### config.mk
export PLATFORM = sky130hd
export DESIGN_NAME = bcd_counter_n
export DESIGN_NICKNAME = d
export VERILOG_FILES = /design/src/rtl/bcd_pkg.sv /design/src/rtl/bcd_digit.sv /design/src/rtl/bcd_counter_n.sv
export SDC_FILE = /design/constraint.sdc
export NUM_CORES = 1
export LEC_CHECK = 0
export BUFFER_PORTS_ARGS = -buffer_cell sky130_fd_sc_hd__buf_2
export CAP_MARGIN = 10
export CORE_MARGIN = 2
export CORE_UTILIZATION = 50
export CTS_CLUSTER_DIAMETER = 80
export DETAILED_ROUTE_END_ITERATION = 8
export PLACE_DENSITY_LB_ADDON = 0.3
export SYNTH_ARGS = -nofsm -noshare
export SYNTH_HDL_FRONTEND = slang
export SYNTH_HIERARCHICAL = 1
export SYNTH_SLANG_ARGS = --single-unit
### constraint.sdc
create_clock -name clk -period 3.1 [get_ports clk]
set_clock_uncertainty 0.15 [all_clocks]
set_input_delay 0.465 -clock clk [delete_from_list [all_inputs] [get_ports clk]]
set_output_delay 0.465 -clock clk [all_outputs]
set_load 0.005 [all_outputs]
### src/rtl/bcd_pkg.sv
// Shared BCD types, digit limits and the load-value clamp helper
// used by the multi-digit counter and its per-digit step logic.
package bcd_pkg;

    typedef logic [3:0] bcd_t;

    localparam bcd_t BCD_MAX = 4'd9;
    localparam bcd_t BCD_MIN = 4'd0;

    // Nibbles 10..15 are not legal BCD; they load as 9.
    function automatic bcd_t bcd_clamp(input bcd_t value);
        return (value > BCD_MAX) ? BCD_MAX : value;
    endfunction

endpackage

### src/rtl/bcd_digit.sv
// One decimal digit of the counter: computes the stepped value and the
// carry/borrow into the next digit. Purely combinational.
module bcd_digit
    import bcd_pkg::*;
(
    input  bcd_t digit,
    input  logic up,
    input  logic step_in,
    output bcd_t next_digit,
    output logic step_out
);

    logic at_edge;

    // A digit at 9 (counting up) or 0 (counting down) rolls over and passes the step on.
    assign at_edge  = up ? (digit == BCD_MAX) : (digit == BCD_MIN);
    assign step_out = step_in & at_edge;

    always_comb begin
        next_digit = digit;
        if (step_in) begin
            if (at_edge) begin
                next_digit = up ? BCD_MIN : BCD_MAX;
            end else begin
                next_digit = up ? (digit + 4'd1) : (digit - 4'd1);
            end
        end
    end

endmodule

### src/rtl/bcd_counter_n.sv
// N-digit BCD up/down counter with load, wrap/saturate, terminal-count pulse,
// sticky overflow and a free-running multiplexed-display digit scanner.
module bcd_counter_n
    import bcd_pkg::*;
#(
    parameter int N_DIGITS = 4,
    parameter int WRAP     = 1,
    parameter int SCAN_DIV = 1024
) (
    input  logic                  clk,
    input  logic                  rst,
    input  logic                  en,
    input  logic                  up,
    input  logic                  load,
    input  logic [4*N_DIGITS-1:0] load_val,
    input  logic                  clr_ovf,
    output logic [4*N_DIGITS-1:0] count,
    output logic                  tc,
    output logic                  ovf,
    output logic [3:0]            seg_digit,
    output logic [N_DIGITS-1:0]   seg_sel
);

    localparam int W     = 4 * N_DIGITS;
    localparam int DIV_W = $clog2(SCAN_DIV);
    localparam int IDX_W = (N_DIGITS > 1) ? $clog2(N_DIGITS) : 1;

    logic [W-1:0]        count_reg;
    logic [W-1:0]        count_next;
    logic [W-1:0]        load_clamped;
    logic [N_DIGITS:0]   step_chain;
    logic                tc_reg;
    logic                ovf_reg;
    logic [DIV_W-1:0]    div_reg;
    logic [IDX_W-1:0]    idx_reg;
    logic                boundary;
    logic                ovf_set;

    // Digit 0 always receives the step; a carry out of the top digit marks a boundary step.
    assign step_chain[0] = 1'b1;
    assign boundary      = step_chain[N_DIGITS];
    assign ovf_set       = en & ~load & boundary;

    generate
        for (genvar gi = 0; gi < N_DIGITS; gi++) begin : g_digit
            bcd_digit u_digit (
                .digit      (count_reg[gi*4 +: 4]),
                .up         (up),
                .step_in    (step_chain[gi]),
                .next_digit (count_next[gi*4 +: 4]),
                .step_out   (step_chain[gi+1])
            );

            assign load_clamped[gi*4 +: 4] = bcd_clamp(load_val[gi*4 +: 4]);
            assign seg_sel[gi]             = (idx_reg == IDX_W'(gi));
        end
    endgenerate

    always_ff @(posedge clk) begin
        if (rst) begin
            count_reg <= '0;
            tc_reg    <= 1'b0;
            ovf_reg   <= 1'b0;
        end else begin
            ovf_reg <= ovf_set | (ovf_reg & ~clr_ovf);
            if (load) begin
                count_reg <= load_clamped;
                tc_reg    <= 1'b0;
            end else if (en) begin
                // Saturate mode holds the value at the boundary but still pulses tc.
                if (!(boundary && (WRAP == 0))) begin
                    count_reg <= count_next;
                end
                tc_reg <= boundary;
            end else begin
                tc_reg <= 1'b0;
            end
        end
    end

    always_ff @(posedge clk) begin
        if (rst) begin
            div_reg <= '0;
            idx_reg <= '0;
        end else if (div_reg == DIV_W'(SCAN_DIV - 1)) begin
            div_reg <= '0;
            idx_reg <= (idx_reg == IDX_W'(N_DIGITS - 1)) ? '0 : (idx_reg + IDX_W'(1));
        end else begin
            div_reg <= div_reg + DIV_W'(1);
        end
    end

    always_comb begin
        seg_digit = 4'd0;
        for (int i = 0; i < N_DIGITS; i++) begin
            if (idx_reg == IDX_W'(i)) begin
                seg_digit = count_reg[i*4 +: 4];
            end
        end
    end

    assign count = count_reg;
    assign tc    = tc_reg;
    assign ovf   = ovf_reg;

endmodule

==> reports/qor.txt <==
status: finished, final reports clean
GR Util All Layers: 22.8%
final core occ: 60.2%
initial antenna violation count: 0
largest net degree at the start of global routing: 28
Fillers: 441
mapped cell area: 2470 µm²
Skew-Pair Late Insertion Delay: 280 ps
number of buffers created by CTS: 5
drt drc: 0
DR vias: 2,356
clock-pin transition on the worst setup and hold timing paths: 70 ps
IO Count: 48
Port Buffer Count: 47
fin crit period: 2560 ps
Die H: 74.4 µm
CP max FO: 9
Max VDD drop: 0.183 mV
top-area cell type share of the netlist area: 24.3%
total congestion overflow: 0
final count of pins violating max slew: 0
Max Clock Freq: 390 MHz
Yosys top cell by area: dfxtp_1
number of global-route vias before repair: 2,170
HP Class: in -> reg
WP data required: 3170 ps
Vias/cell: 5.72
Seq/Total Area, Yosys: 24.3%
row cnt: 25
Synthesized Nets: 334
reg2reg path depth: 14
register bit total from synthesis: 30
Post-layout nets: 383
RSZ-0062 raised after global routing: no
Total Die Area: 5530 µm²
PD cells: 360 nW/µm²
share of post-route cells with drive strength above 1: 27.5%
synth top area cells: dfxtp_1, ha_1, mux2i_1, nor2_1, a211oi_1
antenna cells: 0
CP arrival: 2640 ps
sum of negative setup slack: 0 ps
RePlAce Congestion: 0.846
synth cell count leaders: dfxtp_1, nor2_1, inv_1
final hold vios: 0
DR iter-0 viols: 109
drt total wl: 5870 µm
worst hold stages: 3
Syn Inst Count: 295
Main synth FF type: dfxtp_1
fin crit share: 82.7%
chip width: 74.4 µm
Leakage: 1.26 nW
# H-tree levels: 2
CP Capture Type: flop
post-cts resize count: 0
first drt pass iteration count: 4
Crit Path Category: reg -> reg
endpoints failing setup: 0
Hold-fix buffers, CTS: 0
CTS tree: yes
Cell variety after synth: 43
wire per inst: 14.2 µm
FF+latch area: 601 µm²
Clock Tree Root: clkbuf_8
area grow syn2layout: 15.6%
first-pass GRT wire length: 9730 µm
post-synthesis area per instance: 8.39 µm²
Max Root-Sink Buffers: 2
most common cell in the netlist: dfxtp_1
flip-flop count of the largest register after layout: 16
Worst setup SP type: flop
synth warn: 6
Routed Antenna Nets: 0
max cap viols: 0
multi-input logic area: 1710 µm²
hpwl dp: 4350 µm
EDFF count, synth: 0
Async S/R FF share, synth: 0%
CTS sink cnt: 30
core area: 4750 µm²
Initial Util: 52.1%
Setup Fix Bufs, Post-CTS: 0
## path summary, 6_finish.rpt
check	start	end	slack (ps)
worst max register to register	count[0]$_SDFFE_PP0P_	count[15]$_SDFFE_PP0P_	540
worst max-delay path	count[0]$_SDFFE_PP0P_	count[15]$_SDFFE_PP0P_	540
worst min register to register	ovf$_SDFF_PP0_	ovf$_SDFF_PP0_	300
worst min-delay path	load_val[10]	count[10]$_SDFFE_PP0P_	270
## cell usage in the layout, fill, tap and decap left out, drive strengths merged, types with 7 or more instances in the layout
cell type  instances
nand3             17
nand2             12
nor2b              8
buf               55
mux2               7
a21oi             24
or3                7
a31oi              8
and2               8
dfxtp             30
inv               21
a211oi            12
ha                13
mux2i             11
clkbuf             7
xnor2             10
nor2              27
o21ai             15
## worst max-delay path, cell delays in order (launching register included)
cell and delay (ps):
dfxtp_1 430, or3_1 420, a21oi_2 170, nand2_1 70
a21oi_2 130, nand2_1 80, a21oi_2 120, buf_4 170
inv_1 40, a31oi_1 140, a21oi_1 90, a221oi_2 170
mux2_2 180, mux2i_1 60, nor2_1 90
## where the power goes
part | total (mW) | switching (mW) | internal [mW]
Clock | 0.333 | 0.154 | 0.179
Sequential | 0.443 | 0.0371 | 0.406
Combinational | 0.253 | 0.129 | 0.124
## stage by stage
stage	setup WS, ps	hold slack, ps	instance area, µm²	cells	power [mW]
floorplan	158	290	2470	295	0.625
global placement	401	281	2770	404	0.698
detailed placement	354	288	2770	404	0.705
CTS	525	268	2860	412	1.04
global route	298	273	2860	412	1.09
finish	538	268	2860	412	1.03
## routing by layer
layer / vias to the layer above / track usage (%) / routed length, µm
li1: 1167 / - / -
met1: 1103 / 30.0 / 2670
met2: 75 / 36.7 / 2760
met3: 11 / 5.01 / 332
met4: 0 / 8.93 / 103
met5: - / 0 / 0
## cell type report
cell class | count | share of cell area [%]
clock buffer | 7 | 3.02
clock inverter | 1 | 0.175
inverter | 21 | 2.75
multi-input combinational | 231 | 59.8
sequential | 30 | 21.0
tap | 67 | 2.93
timing repair buffer | 55 | 10.3
## logic make-up after synthesis
family | Yosys count | synth area share [%]
AO/OA/AOI/OAI | 86 | 26.0
XOR/XNOR | 15 | 5.31
adder cells (fa/ha/maj) | 17 | 9.81
buffers and inverters | 34 | 6.57
flip-flops | 30 | 24.3
multiplexers | 18 | 7.63
other | 1 | 0.152
AND/OR/NAND/NOR | 94 | 20.3
Note: power is estimated with default switching activity, not from simulation.
